## config.mk

```make
export PLATFORM = sky130hd
export DESIGN_NAME = bk_sector_sched_flat
export DESIGN_NICKNAME = d
export VERILOG_FILES = /design/src/rtl/bk_sector_sched_if.sv /design/src/rtl/bk_sector_sched.sv /design/src/flat_wrapper.sv
export SDC_FILE = /design/constraint.sdc
export NUM_CORES = 1
export LEC_CHECK = 0
export CORE_ASPECT_RATIO = 0.6
export CORE_MARGIN = 2
export CORE_UTILIZATION = 62
export CTS_CLUSTER_DIAMETER = 30
export DETAILED_ROUTE_END_ITERATION = 12
export DONT_BUFFER_PORTS = 1
export GPL_TIMING_DRIVEN = 0
export MAX_ROUTING_LAYER = met4
export PLACE_DENSITY = 0.76
export SETUP_SLACK_MARGIN = 0.3
export SKIP_CTS_REPAIR_TIMING = 1
export SLEW_MARGIN = 30
export SYNTH_ARGS = -nofsm -noshare
export SYNTH_HDL_FRONTEND = slang
export SYNTH_SLANG_ARGS = --single-unit
```

## constraint.sdc

```tcl
create_clock -name clk_sys -period 6.1 [get_ports clk_sys]
set_input_delay 1.22 -clock clk_sys [delete_from_list [all_inputs] [get_ports clk_sys]]
set_output_delay 1.22 -clock clk_sys [all_outputs]
set_load 0.005 [all_outputs]
```

## src/rtl/bk_sector_sched_if.sv

```systemverilog
// -----------------------------------------------------------------------------
// bk_sector_sched_if
// Sector handshake between the backup-RAM scheduler and hps_io.
//   sd_lba  : sector number for the current request (scheduler -> hps_io)
//   sd_rd   : sector read request, image -> BSRAM  (scheduler -> hps_io)
//   sd_wr   : sector write request, BSRAM -> image (scheduler -> hps_io)
//   sd_ack  : hps_io acknowledge level, high while the sector is moving
// Modports: master = scheduler side, slave = hps_io side.
// -----------------------------------------------------------------------------
interface bk_sector_sched_if #(
    parameter int LBA_W = 32
);
    logic [LBA_W-1:0] sd_lba;
    logic             sd_rd;
    logic             sd_wr;
    logic             sd_ack;

    modport master (
        output sd_lba,
        output sd_rd,
        output sd_wr,
        input  sd_ack
    );

    modport slave (
        input  sd_lba,
        input  sd_rd,
        input  sd_wr,
        output sd_ack
    );
endinterface

```

## src/rtl/bk_sector_sched.sv

```systemverilog
// -----------------------------------------------------------------------------
// bk_sector_sched
// Moves the on-chip backup RAM to/from the mounted save image one 512-byte
// sector at a time. Work comes from Load/Save menu edges and from the end of a
// ROM download (automatic load). Also tracks whether BSRAM was modified.
//
// Ports:
//   clk_sys   : system clock
//   reset     : asynchronous active-high reset
//   ena       : save image mounted, nonzero size and writable
//   load_req  : level, rising edge requests a load
//   save_req  : level, rising edge requests a save
//   dl_done   : one-cycle pulse at the end of a ROM download
//   ram_mask  : BSRAM byte mask (size-1); zero means no BSRAM
//   bsram_wr  : one-cycle pulse per CPU write to BSRAM
//   sd        : sector handshake to hps_io (master side)
//   busy      : transfer in progress
//   loading   : current transfer is a load (feeds the system reset term)
//   dirty     : BSRAM modified since last completed load/save
//   err       : sticky, last transfer aborted waiting for sd_ack
// -----------------------------------------------------------------------------
module bk_sector_sched #(
    parameter int          MASK_W  = 24,
    parameter int          LBA_W   = 32,
    parameter logic [23:0] TIMEOUT = 24'd10000000
) (
    input  logic                clk_sys,
    input  logic                reset,
    input  logic                ena,
    input  logic                load_req,
    input  logic                save_req,
    input  logic                dl_done,
    input  logic [MASK_W-1:0]   ram_mask,
    input  logic                bsram_wr,
    bk_sector_sched_if.master   sd,
    output logic                busy,
    output logic                loading,
    output logic                dirty,
    output logic                err
);

    typedef enum logic [1:0] {
        ST_IDLE,
        ST_REQ,
        ST_XFER
    } state_t;

    state_t             state_reg;
    logic [LBA_W-1:0]   lba_reg;
    logic               rd_reg;
    logic               wr_reg;
    logic               busy_reg;
    logic               loading_reg;
    logic               dirty_reg;
    logic               err_reg;
    logic [23:0]        cnt_reg;

    // Edge-detect history. armed_reg masks request edges on the first clock
    // after reset, so a menu level already high at release does not fire.
    logic               load_q_reg;
    logic               save_q_reg;
    logic               ack_q_reg;
    logic               armed_reg;

    logic               load_edge;
    logic               save_edge;
    logic               load_go;
    logic               ack_rise;
    logic               ack_fall;
    logic               mask_nz;
    logic [LBA_W-1:0]   last_lba;

    assign load_edge = armed_reg & load_req & ~load_q_reg;
    assign save_edge = armed_reg & save_req & ~save_q_reg;
    assign load_go   = load_edge | dl_done;
    assign ack_rise  = sd.sd_ack & ~ack_q_reg;
    assign ack_fall  = ~sd.sd_ack & ack_q_reg;
    assign mask_nz   = (ram_mask != '0);
    assign last_lba  = LBA_W'(ram_mask[MASK_W-1:9]);

    always_ff @(posedge clk_sys or posedge reset) begin
        if (reset) begin
            state_reg   <= ST_IDLE;
            lba_reg     <= '0;
            rd_reg      <= 1'b0;
            wr_reg      <= 1'b0;
            busy_reg    <= 1'b0;
            loading_reg <= 1'b0;
            dirty_reg   <= 1'b0;
            err_reg     <= 1'b0;
            cnt_reg     <= '0;
            load_q_reg  <= 1'b0;
            save_q_reg  <= 1'b0;
            ack_q_reg   <= 1'b0;
            armed_reg   <= 1'b0;
        end else begin
            load_q_reg <= load_req;
            save_q_reg <= save_req;
            ack_q_reg  <= sd.sd_ack;
            armed_reg  <= 1'b1;

            case (state_reg)
                ST_IDLE: begin
                    // Load (menu or post-download) beats a simultaneous save.
                    if (ena && mask_nz && (load_go || save_edge)) begin
                        state_reg   <= ST_REQ;
                        lba_reg     <= '0;
                        busy_reg    <= 1'b1;
                        loading_reg <= load_go;
                        rd_reg      <= load_go;
                        wr_reg      <= ~load_go;
                        err_reg     <= 1'b0;
                        cnt_reg     <= '0;
                    end
                end

                ST_REQ: begin
                    if (ack_rise) begin
                        rd_reg    <= 1'b0;
                        wr_reg    <= 1'b0;
                        state_reg <= ST_XFER;
                    end else if (cnt_reg == TIMEOUT - 24'd1) begin
                        // hps_io never answered: give up, leave dirty alone.
                        rd_reg      <= 1'b0;
                        wr_reg      <= 1'b0;
                        busy_reg    <= 1'b0;
                        loading_reg <= 1'b0;
                        err_reg     <= 1'b1;
                        state_reg   <= ST_IDLE;
                    end else begin
                        cnt_reg <= cnt_reg + 24'd1;
                    end
                end

                ST_XFER: begin
                    // hps_io owns the sector until ack drops; no timeout here.
                    if (ack_fall) begin
                        if (lba_reg == last_lba) begin
                            busy_reg    <= 1'b0;
                            loading_reg <= 1'b0;
                            dirty_reg   <= 1'b0;
                            state_reg   <= ST_IDLE;
                        end else begin
                            // Request type is implied by loading_reg.
                            lba_reg   <= lba_reg + 1'b1;
                            rd_reg    <= loading_reg;
                            wr_reg    <= ~loading_reg;
                            cnt_reg   <= '0;
                            state_reg <= ST_REQ;
                        end
                    end
                end

                default: state_reg <= ST_IDLE;
            endcase

            // Placed after the completion clear so a CPU write landing on the
            // final save cycle keeps the image marked stale. Writes during a
            // load come from hps_io itself and are not CPU modifications.
            if (bsram_wr && !loading_reg) begin
                dirty_reg <= 1'b1;
            end
        end
    end

    assign sd.sd_lba = lba_reg;
    assign sd.sd_rd  = rd_reg;
    assign sd.sd_wr  = wr_reg;
    assign busy      = busy_reg;
    assign loading   = loading_reg;
    assign dirty     = dirty_reg;
    assign err       = err_reg;

endmodule

```

## src/flat_wrapper.sv

```systemverilog
// flat-port wrapper written by rule: the top's interface ports become plain ports
module bk_sector_sched_flat 
#(
    parameter int          MASK_W  = 24,
    parameter int          LBA_W   = 32,
    parameter logic [23:0] TIMEOUT = 24'd10000000
)
  (clk_sys, reset, ena, load_req, save_req, dl_done, ram_mask, bsram_wr, busy, loading, dirty, err, sd_sd_lba, sd_sd_rd, sd_sd_wr, sd_sd_ack);
  bk_sector_sched_if #(.LBA_W(LBA_W)) sd_i ();
  input  logic clk_sys;
  input  logic reset;
  input  logic ena;
  input  logic load_req;
  input  logic save_req;
  input  logic dl_done;
  input  logic [MASK_W-1:0] ram_mask;
  input  logic bsram_wr;
  output logic busy;
  output logic loading;
  output logic dirty;
  output logic err;
  output wire logic [$bits(sd_i.sd_lba)-1:0] sd_sd_lba;
  output wire logic [$bits(sd_i.sd_rd)-1:0] sd_sd_rd;
  output wire logic [$bits(sd_i.sd_wr)-1:0] sd_sd_wr;
  input wire logic [$bits(sd_i.sd_ack)-1:0] sd_sd_ack;
  assign sd_sd_lba = sd_i.sd_lba;
  assign sd_sd_rd = sd_i.sd_rd;
  assign sd_sd_wr = sd_i.sd_wr;
  assign sd_i.sd_ack = sd_sd_ack;
  bk_sector_sched #(.MASK_W(MASK_W), .LBA_W(LBA_W), .TIMEOUT(TIMEOUT)) u_core (.clk_sys(clk_sys), .reset(reset), .ena(ena), .load_req(load_req), .save_req(save_req), .dl_done(dl_done), .ram_mask(ram_mask), .bsram_wr(bsram_wr), .sd(sd_i), .busy(busy), .loading(loading), .dirty(dirty), .err(err));
endmodule
```

==> key figures, run 1 <==
Clock tree
  • Clock Tree Buf Depth: 2
  • Worst skew pair latency: between 300 and 400 ps
  • CTS Buf Count: 9
  • Maximum level of the CTS H-tree: 3
  • Clock sink count: 68
  • Root Driver: clkbuf_16
  • TritonCTS clock tree: done
  • Worst-path clk slew: about 50 ps

GRT
  • Vias in the first global route: between 3000 and 4000
  • Total track usage: 0.343
  • Largest net degree at the start of global routing: 38
  • Congestion Overflow GR: 0
  • Initial antenna violation count: 0
  • First-pass GRT wire length: 20.3 mm

Yosys
  • EDFF count, synth: 0
  • Mapped Cells: 510
  • Netlist cell types: 61
  • Area share of the largest cell type after synthesis: 0.388
  • Asr flop ratio synth: 1.00
  • Mapped Area: around 4400 um2
  • Leading area contributor after synthesis: dfrtp_1
  • Count leader, synth: dfrtp_1
  • Commonest cells post-synth: dfrtp_1, nand2_1, nand3_1
  • Synth Warn #: 0
  • Synth Area per Inst: about 8.6 um2
  • Dominant synthesized flop cell: dfrtp_1
  • Area contributors post-synth: dfrtp_1, nand3_1, nand2_1
  • Seq cells post-synth: 68
  • Seq/Total Area, Yosys: 0.388
  • Mapped Nets: 548

Timing
  • Worst-margin pin slew: around 910 ps
  • Setup tns final: 0 ps
  • Max frequency: ~330 MHz
  • RSZ-0062 raised after global routing: false
  • Setup violators final: 0
  • Final Hold Fails: 0
  • Minimum clock period: 3020 ps
  • Slew headroom: 0.394
  • Final Skew: 7.04 ps
  • Post-route clock period utilization: 0.495
  • Slew Viols, Final: 0
  • Setup ws final: just over 3000 ps

Critical path
  • RR Startpoint: u_core.state_reg[1]
  • Endpoint type of the worst setup path: register
  • Reg2reg end: u_core.cnt_reg[21]
  • R2R depth: 11
  • Critical path class: in2reg
  • Max FO, Critical Path: 8
  • Reg2Reg Setup Slack: around 3200 ps
  • Startpoint types: input pin
  • CP required: between 6000 and 7000 ps
  • Critical Path AT: approximately 3200 ps

Detailed routing
  • Routed vias: about 4300
  • Antenna Nets Post-Route: 0
  • Drt first pass iters: 5
  • Drt total wl: 13.0 mm
  • # DRC: 0
  • Iter 0 DRT Violations: 620
  • Wire per inst: between 20 and 25 um
  • Vias per cell: between 7 and 8

Floorplanning
  • Die Ht: 69.1 um
  • Core box area: 6760 um2
  • Die area: ~8000 um2
  • Num ports: 70
  • Starting Density: 0.648
  • Rows: 23
  • Overall die width: around 110 um

Placement
  • Place WS: between 2000 and 3000 ps
  • I/O Buffers: 0
  • DP HPWL: between 9 and 10 mm
  • Area after DPL: 4520 um2
  • Final GP Congestion: between 0.9 and 1

Worst hold path
  • Hold Startpoint: u_core.cnt_reg[0]
  • Hold crit path type: reg2reg
  • Hold Crit Depth: 1
  • Worst Hold End: u_core.cnt_reg[0]

Pwr
  • Power per Cell Area: approximately 370 nW/um2
  • Peak VDD IR: between 200 and 250 uV
  • LEAKAGE: between 1.5 and 2 nW

Finish
  • Area Overhead vs Synth: 8.88%
  • Max reg flops: 32
  • Filler instances: 515
  • Final #Nets: 560
  • Antenna cell count: 0
  • Final Core Density: 0.706
  • Final Cell Area: ~4800 um2
  • Layout cells sized above 1: 0.0705

Status
  • Status: finished clean

Run
  • Max-cap violation count: 0
## where the power goes
part	internal [mW]	leakage [nW]	total, mW	switching [mW]
logic	0.212	0.923	0.733	0.521
registers	0.510	0.923	0.577	0.0670
clock network	0.279	0.131	0.466	0.187
## per-layer routing
metal / GRT usage / vias up / part of all wire
li1: - / 1934 / -
met2: 0.425 / 310 / 0.40
met5: - / - / 0
met1: 0.544 / 2045 / 0.44
met3: 0.103 / 27 / 0.15
met4: 0.0678 / 0 / 0.0093
## area by class of cell
type,instances,area (um2),share of cell area
Buffer,28,114,0.0239
Clock buffer,11,243,0.0509
Clock inverter,3,15.0,0.00315
Inverter,28,108,0.0225
Multi-Input combinational cell,386,2460,0.516
Sequential cell,68,1700,0.356
Tap cell,87,109,0.0228
Timing Repair Buffer,1,20.0,0.00419
## worst max-delay path, cell delays in order
cell,delay (ps)
nand3b_1,120
a41oi_1,390
o211ai_1,250
a31o_2,310
nor2_1,700
o221ai_1,200
## per-stage QoR
stage          hold WS, ps  std cells  power, mW
4_1_cts                504        612       1.75
5_1_grt                547        612       1.86
2_1_floorplan          478        510       1.06
3_3_place_gp           496        597       1.26
6_report               502        612       1.78
3_5_place_dp           494        598       1.28
## cell usage in the layout, fill, tap and decap left out, types with 17 or more instances in the layout
cell | Yosys | final
nor2_1 | 25 | 25
inv_1 | 28 | 27
clkbuf_1 | 19 | 20
nand2_1 | 50 | 50
nand3_1 | 43 | 43
nor3_1 | 17 | 17
o31ai_1 | 18 | 18
dfrtp_1 | 68 | 68
and3_1 | 23 | 23
## how the worst max path moves through the flow
| stage | start | slack, ps | cells past startpoint | to |
|---|---|---|---|---|
| final | load_req | 3080 | 6 | u_core.sd.sd_lba[4] |
| after global routing | load_req | 2940 | 7 | u_core.sd.sd_lba[16] |
| after CTS | load_req | 3170 | 6 | u_core.sd.sd_lba[9] |
| after detailed placement | load_req | 2820 | 6 | u_core.sd.sd_lba[9] |
| after global placement | reset | 2370 | 1 | u_core.armed_reg |
| after floorplan | reset | 3170 | 1 | u_core.ack_q_reg |
## cell families after synthesis
group | share of synthesized area
and+or+nand+nor | 0.303
buffers and inverters | 0.0499
other | 0.000855
adders and majority gates | 0.0171
AOI/OAI and AO/OA | 0.190
xor gates and xnor gates | 0.0300
DFF | 0.388
muxes | 0.0211
Power figures use the tool's default switching activity.
==> inputs of run 2 (changes only) <==
--- a/config.mk
+++ b/config.mk
@@ -7,13 +7,13 @@
 export LEC_CHECK = 0
 export CORE_ASPECT_RATIO = 0.6
 export CORE_MARGIN = 2
-export CORE_UTILIZATION = 62
+export CORE_UTILIZATION = 58
 export CTS_CLUSTER_DIAMETER = 30
 export DETAILED_ROUTE_END_ITERATION = 12
 export DONT_BUFFER_PORTS = 1
 export GPL_TIMING_DRIVEN = 0
 export MAX_ROUTING_LAYER = met4
-export PLACE_DENSITY = 0.76
+export PLACE_DENSITY = 0.74
 export SETUP_SLACK_MARGIN = 0.3
 export SKIP_CTS_REPAIR_TIMING = 1
 export SLEW_MARGIN = 30
==> constraint.sdc (replaced) <==
create_clock -name clk_sys -period 2.5 [get_ports clk_sys]
set_input_delay 0.5 -clock clk_sys [delete_from_list [all_inputs] [get_ports clk_sys]]
set_output_delay 0.5 -clock clk_sys [all_outputs]
set_load 0.005 [all_outputs]
==> key figures, run 2 (synthesized netlist as in run 1, its figures left out) <==
Status
  • Status: finished clean

Timing
  • Slew headroom: 0.601 (+0.207)
  • Final Skew: 8.43 ps (+1.40 ps)
  • Setup ws final: 74.4 ps (-3000 ps)
  • Minimum clock period: between 2000 and 2500 ps
  • Slew Viols, Final: 0 (unchanged)
  • Final Hold Fails: 0 (unchanged)
  • Worst-margin pin slew: 593 ps (-312 ps)
  • RSZ-0062 raised after global routing: true
  • Setup violators final: 0 (unchanged)
  • Max frequency: between 400 and 500 MHz
  • Hold slack final: 90.3 ps (-411 ps)
  • Post-route clock period utilization: 0.970

Critical path
  • Endpoint type of the worst setup path: register
  • Critical Path AT: 2650 ps (-550 ps)
  • Startpoint types: register
  • Max FO, Critical Path: 5 (-3)
  • CP required: 2720 ps (-3550 ps)
  • Critical path class: reg2reg

GRT
  • First-pass GRT wire length: 20.8 mm (+2.7%)
  • Initial antenna violation count: 0 (unchanged)
  • Largest net degree at the start of global routing: 27 (-29%)
  • Congestion Overflow GR: 0 (unchanged)
  • Total track usage: 0.344 (+0.00117)
  • Vias in the first global route: 3886 (+2.3%)

Placement
  • Cells after DPL: 616 (+3.0%)
  • Final GP Congestion: 1.00 (+0.58%)
  • I/O Buffers: 0 (unchanged)
  • DP HPWL: 9.82 mm (+2.4%)
  • Place WS: -191 ps (-3010 ps)
  • Area after DPL: 4570 um2 (+1.2%)

Floorplanning
  • Rows: 24 (+4.3%)
  • Num ports: 70 (unchanged)
  • Die Ht: 71.3 um (+3.2%)
  • Die area: 8290 um2 (+6.6%)
  • Core box area: 7300 um2 (+7.9%)
  • Starting Density: 0.601 (-0.0475)
  • Overall die width: 116 um (+3.3%)

Detailed routing
  • Drt first pass iters: 5 (unchanged)
  • Drt total wl: 13.9 mm (+7.2%)
  • Antenna Nets Post-Route: 0 (unchanged)
  • Routed vias: 4432 (+2.7%)
  • Wire per inst: 21.5 um (+1.3%)
  • # DRC: 0 (unchanged)
  • Vias per cell: 6.84 (-3.0%)
  • Iter 0 DRT Violations: 656 (+5.8%)

Clock tree
  • CTS Buf Count: 9 (unchanged)
  • Clock sink count: 68 (unchanged)
  • Clock Tree Buf Depth: 2 (unchanged)
  • Worst skew pair latency: 340 ps (about the same)
  • Maximum level of the CTS H-tree: 3 (unchanged)
  • Root Driver: clkbuf_16
  • Worst-path clk slew: 60 ps (about the same)
  • TritonCTS clock tree: done

Finish
  • Final #Nets: 578 (+3.2%)
  • Most frequent cells in the layout: dfrtp_1, nand2_1, nand3_1, inv_1
  • Layout cells sized above 1: 0.208 (+0.137)
  • Area taken by multi-input logic gates: 2710 um2 (+10%)
  • Max reg flops: 32 (unchanged)
  • Final Cell Area: 5320 um2 (+11%)
  • Filler instances: 585 (+14%)
  • Most common cell after layout, fill and taps aside: dfrtp_1
  • Area Overhead vs Synth: 21.3%
  • Antenna cell count: 0 (unchanged)
  • FF/Latch Area: 1710 um2 (+0.74%)
  • Post-Layout Cell Count: 648 (+5.9%)

Pwr
  • Switching share of power: 0.419 (-0.0175)
  • Peak VDD IR: 608 uV (+150%)
  • P_int: 2.89 mW (+190%)
  • Gate power share: 0.462 (+0.049)
  • Flop pwr share: 0.287 (-0.038)
  • LEAKAGE: 2.22 nW (+12%)
  • Tot Pwr: 4.97 mW (+180%)
  • P_sw: 2.08 mW (+170%)
  • Power per Cell Area: 933 nW/um2 (+150%)
  • Clock network power share: 0.252 (-0.010)

Worst hold path
  • Hold crit path type: in2async

Run
  • Max-cap violation count: 0 (unchanged)
## run 2: cell type report
cell class / count / area share
Inverter: 28 / 0.0205
Sequential cell: 68 / 0.322
Tap cell: 104 / 0.0245
Timing Repair Buffer: 19 / 0.0315
Buffer: 28 / 0.0386
Clock inverter: 5 / 0.0101
Clock buffer: 10 / 0.0430
Multi-Input combinational cell: 386 / 0.510
## run 2: power groups by stage
stage          Combinational [mW]  Clock (mW)  Sequential, mW
2_1_floorplan                1.22           0            1.38
3_3_place_gp                 1.66           0            1.41
3_5_place_dp                 1.71           0            1.42
4_1_cts                      1.73        1.24            1.40
5_1_grt                      2.43        1.29            1.45
6_report                     2.29        1.25            1.42
## run 2: worst paths after layout
path / startpoint / endpoint / slack [ps] / cells past startpoint
min in group clk_sys: sd_sd_ack / u_core.ack_q_reg / 180 / 0
min reg2reg: u_core.cnt_reg[0] / u_core.cnt_reg[0] / 510 / 1
max reg2reg: u_core.sd.sd_lba[29] / u_core.loading / 70 / 6
min: reset / u_core.sd.sd_lba[23] / 90 / 1
max in group asynchronous: reset / u_core.sd.sd_lba[28] / 1690 / 3
max: u_core.sd.sd_lba[29] / u_core.loading / 70 / 6
## run 2: critical path: stages, from the launching register on
cell	delay, ps
dfrtp_1	420
or4_4	570
nor3_4	220
and3_4	260
a21boi_4	80
a2111oi_4	410
mux2_4	330
## run 2: stage by stage
step	utilization	TNS (ps)
2_1_floorplan	-	0
3_3_place_gp	0.620	-1880
3_5_place_dp	0.626	-4330
4_1_cts	0.665	-5440
5_1_grt	0.729	0
6_report	0.729	0
## run 2: per-layer routing
layer / wire length (um) / track usage
met3: 1850 / 0.102
met5: 0 / -
met2: 5690 / 0.430
met1: 6150 / 0.531
met4: 251 / 0.0952
==> inputs of run 3 (changes only) <==
--- a/config.mk
+++ b/config.mk
@@ -5,6 +5,7 @@
 export SDC_FILE = /design/constraint.sdc
 export NUM_CORES = 1
 export LEC_CHECK = 0
+export CAP_MARGIN = 20
 export CORE_ASPECT_RATIO = 0.6
 export CORE_MARGIN = 2
 export CORE_UTILIZATION = 58
==> results of run 3 <==
Final layout, timing and power as in run 2 (identical DEF).
